==> src/rtl/uart_tx_queue.sv <==
// Byte FIFO feeding a UART transmitter through a start/busy handshake.
// Ports: clock/reset (async, active-high); wrData/wrEn enqueue;
//   clrOverflow clears the sticky drop flag; txBusy from the transmitter;
//   dataIn/transmit to the transmitter; full/empty/count/overflow status.
module uart_tx_queue #(
    parameter int DEPTH        = 16,
    parameter int ADDR_WIDTH   = 4,
    parameter int BUSY_TIMEOUT = 16
) (
    input  logic                  clock,
    input  logic                  reset,
    input  logic [7:0]            wrData,
    input  logic                  wrEn,
    input  logic                  clrOverflow,
    input  logic                  txBusy,
    output logic [7:0]            dataIn,
    output logic                  transmit,
    output logic                  full,
    output logic                  empty,
    output logic [ADDR_WIDTH:0]   count,
    output logic                  overflow
);

    localparam int CW = ADDR_WIDTH + 1;
    localparam int TW = (BUSY_TIMEOUT > 1) ? $clog2(BUSY_TIMEOUT) : 1;

    typedef enum logic [1:0] {
        IDLE,
        START,
        WAIT_BUSY,
        WAIT_DONE
    } state_t;

    state_t                state;
    state_t                state_nx;
    logic [7:0]            mem [DEPTH];
    logic [ADDR_WIDTH-1:0] wptr;
    logic [ADDR_WIDTH-1:0] rptr;
    logic [TW-1:0]         timer;
    logic [CW-1:0]         cnt_nx;
    logic                  hold;
    logic                  push;
    logic                  pop;
    logic                  drop;

    // hold masks the first edge after reset release: no write, no pop
    assign push = wrEn && !full && !hold;
    assign drop = wrEn && full && !hold;

    always_ff @(posedge clock or posedge reset) begin
        if (reset) begin
            state <= IDLE;
        end else begin
            state <= state_nx;
        end
    end

    always_comb begin
        state_nx = state;
        pop      = 1'b0;
        transmit = 1'b0;
        unique case (state)
            IDLE: begin
                if (!hold && !empty && !txBusy) begin
                    pop      = 1'b1;
                    state_nx = START;
                end
            end
            START: begin
                transmit = 1'b1;
                state_nx = WAIT_BUSY;
            end
            WAIT_BUSY: begin
                // a transmitter that never answers still releases the queue
                if (txBusy) begin
                    state_nx = WAIT_DONE;
                end else if (timer == TW'(BUSY_TIMEOUT - 1)) begin
                    state_nx = IDLE;
                end
            end
            WAIT_DONE: begin
                if (!txBusy) begin
                    state_nx = IDLE;
                end
            end
            default: begin
                state_nx = IDLE;
            end
        endcase
    end

    always_comb begin
        cnt_nx = count;
        if (push && !pop) begin
            cnt_nx = count + CW'(1);
        end else if (pop && !push) begin
            cnt_nx = count - CW'(1);
        end
    end

    // storage is deliberately not reset
    always_ff @(posedge clock) begin
        if (push) begin
            mem[wptr] <= wrData;
        end
    end

    always_ff @(posedge clock or posedge reset) begin
        if (reset) begin
            hold     <= 1'b1;
            wptr     <= '0;
            rptr     <= '0;
            count    <= '0;
            empty    <= 1'b1;
            full     <= 1'b0;
            overflow <= 1'b0;
            dataIn   <= 8'h00;
            timer    <= '0;
        end else begin
            hold  <= 1'b0;
            count <= cnt_nx;
            empty <= (cnt_nx == '0);
            full  <= (cnt_nx == CW'(DEPTH));
            if (push) begin
                wptr <= wptr + ADDR_WIDTH'(1);
            end
            if (pop) begin
                rptr   <= rptr + ADDR_WIDTH'(1);
                dataIn <= mem[rptr];
            end
            // a drop in the same clock as a clear leaves the flag set
            if (drop) begin
                overflow <= 1'b1;
            end else if (clrOverflow) begin
                overflow <= 1'b0;
            end
            if (state == WAIT_BUSY) begin
                timer <= timer + TW'(1);
            end else begin
                timer <= '0;
            end
        end
    end

endmodule
==> config.mk <==
export PLATFORM = sky130hd
export DESIGN_NAME = uart_tx_queue
export DESIGN_NICKNAME = d
export VERILOG_FILES = /design/src/rtl/uart_tx_queue.sv
export SDC_FILE = /design/constraint.sdc
export NUM_CORES = 1
export LEC_CHECK = 0
export ABC_CLOCK_PERIOD_IN_PS = 4100
export CAP_MARGIN = 20
export CORE_UTILIZATION = 25
export CTS_CLUSTER_DIAMETER = 50
export CTS_CLUSTER_SIZE = 12
export DETAILED_ROUTE_END_ITERATION = 10
export DONT_BUFFER_PORTS = 1
export SYNTH_ARGS = -nofsm -noshare
export SYNTH_HDL_FRONTEND = slang
export SYNTH_SLANG_ARGS = --single-unit
==> constraint.sdc <==
create_clock -name clock -period 4.1 [get_ports clock]
set_input_delay 0.82 -clock clock [delete_from_list [all_inputs] [get_ports clock]]
set_output_delay 0.82 -clock clock [all_outputs]
set_load 0.02 [all_outputs]
==> run metrics <==
gr ovfl total 0; Total Power 5.22 mW; Slew @ Worst Pin 1030 ps; share of layout cells above drive strength 1 22.3%; # clock sinks 159; most frequent cells in the layout 128 x edfxtp_1, 34 x nand2_1, 32 x mux4_2; Tightest Hold Check Type input port to async pin; Fin. Hold Viols 0; IO Pins 30; Placeable Area 0.0252 mm²; clock-pin slew on the worst setup and hold paths 60 ps; Setup crit end kind flop; Yosys warning count 0; status complete, no violations; first-pass GRT wire length 19500 µm; DR pass1 iterations 4; post-DP HPWL 8210 µm; Area Overhead vs Synth 17.3%; Row Count 58; Worst Hold Slack 392 ps; Final period util 61.6%; Mapped Avg Cell Area 17.3 µm²; ANT cells 0; DRC 0; CP Class flop to flop; Synth Cell Area 0.00640 mm²; wire length per cell 17.3 µm; number of global-route vias before repair 3327; Post-Route WL 12600 µm; Mapped Cells 371; Total GRT Usage 10.2%; routability congestion estimate 0.858; maximum fanout along the worst path 13; CTS tree built; critical path startpoint category flop; fmax 0.396 GHz; syn nets 392; final net count 403; Clock H-tree levels 4; postcts setup bufs 0; post-synth cell types 35; register bit total from synthesis 159; Min Clock Period, post-route 2530 ps; number of DRC markers in iteration 0 310; max-cap viol count 0; most common cell after layout, fill and taps aside edfxtp_1; Layout Skew 8.73 ps; Max Buffers Root-to-Sink 2; Final Max Tran Viols 0; Initial Util 25.4%; Leak 2.50 nW; number of vias per cell 4.34; routed vias 3150; worst skew pair latency 420 ps; DIE AREA 0.0262 mm²; Port Buffers 0; Worst VDD drop 287 µV; CTS-repair resized insts 0; CTS root buf clkbuf_16; DIE WIDTH 162 µm; power density over the cells 695 mW/mm²; Slew Limit Headroom 31.1%; unrepaired setup endpoints after global routing false; Setup Viol. Count Final 0; WP data arrival 2790 ps; CTS Buf Count 17; Antenna Nets Post-Route 0; Worst EP required 4360 ps; largest net degree at the start of global routing 32; Hold Buf Count CTS 0; initial antenna violation count 0; register area share after synthesis 72.2%; Final TNS setup 0 ps; die height 162 µm
==> worst max-delay path: stages, from the launching register on <==
cell and delay [ps]:
dfrtp_2 640, buf_4 360, mux4_2 550, mux2_2 290, o21ai_0 380, o21ai_0 150
==> power by group <==
group	total (mW)	internal (mW)	switching (mW)
registers	2.31	1.94	0.366
clock network	1.77	1.14	0.624
logic	1.14	0.587	0.558
==> stage by stage <==
stage          std cells  util [%]  setup WS [ps]  area (µm²)
2_1_floorplan        371         -           1430        6400
3_3_place_gp         692      27.1           1320        6820
3_5_place_dp         692      27.1           1260        6820
4_1_cts              724      29.7           1530        7480
5_1_grt              725      29.8           1440        7510
6_report             725      29.8           1570        7510
==> cells in the mapped netlist <==
cell type	instances	area [µm²]
edfxtp_1	128	3840
o32ai_4	1	27.5
nand2_1	34	128
a31oi_1	2	12.5
nor4b_2	1	15.0
o21ai_0	12	60.1
clkbuf_1	12	45.0
a211o_1	1	8.76
inv_1	8	30.0
nor2_1	18	67.6
nand3_1	6	30.0
a211oi_1	1	7.51
nor4_1	3	18.8
nand4_1	1	6.26
xnor2_1	9	78.8
nor3b_1	1	7.51
dfrtp_1	29	726
a21o_1	1	7.51
or4_4	1	11.3
buf_2	4	20.0
dfstp_2	2	52.6
mux2_2	8	90.1
ha_1	8	100
nand2b_1	14	87.6
buf_1	4	15.0
o22ai_1	2	12.5
a21oi_1	15	75.1
or4_1	1	7.51
xor2_1	3	26.3
nor3_1	4	20.0
xor2_2	1	16.3
mux4_2	32	721
nor2b_1	2	12.5
conb_1	1	3.75
o22a_1	1	8.76
==> metal layers <==
metal | part of all wire, % | global-route usage [%] | wire length, µm
met4 | 1.1 | 3.22 | 138
met1 | 43 | 13.7 | 5460
met5 | 0 | 0 | 0
met3 | 8.9 | 3.19 | 1120
met2 | 47 | 15.7 | 5840
==> cell families after synthesis <==
logic type,synth area share (%)
DFF,72.2
adders and majority gates,1.56
muxes,12.7
and+or+nand+nor,6.43
AOI/OAI and AO/OA,3.44
buffers and inverters,1.72
other,0.0586
xor gates and xnor gates,1.90
==> state kept, by name (all words and copies together) (netlist names) <==
register	flops
overflow	1
hold	1
full	1
mem	128
count	5
state	2
timer	4
empty	1
rptr	4
wptr	4
dataIn	8
==> layout make-up <==
class | instances | area [µm²]
multi-input combinational | 184 | 1670
clock buffer | 18 | 429
fill | 2417 | 17700
clock inverter | 14 | 235
inverter | 8 | 30.0
sequential | 159 | 4620
tap | 330 | 413
timing repair buffer | 12 | 110
==> path summary, 6_finish.rpt <==
kind	from	to	slack, ps	depth (start not counted)
hold reg to reg	timer[0]	timer[0]	460	1
min in group clock	timer[0]	timer[0]	460	1
hold / removal	reset	wptr[1]	390	2
setup reg to reg	rptr[0]	dataIn[6]	1570	5
setup / recovery	rptr[0]	dataIn[6]	1570	5
max in group asynchronous	reset	hold	3360	2
Power figures use the tool's default switching activity.
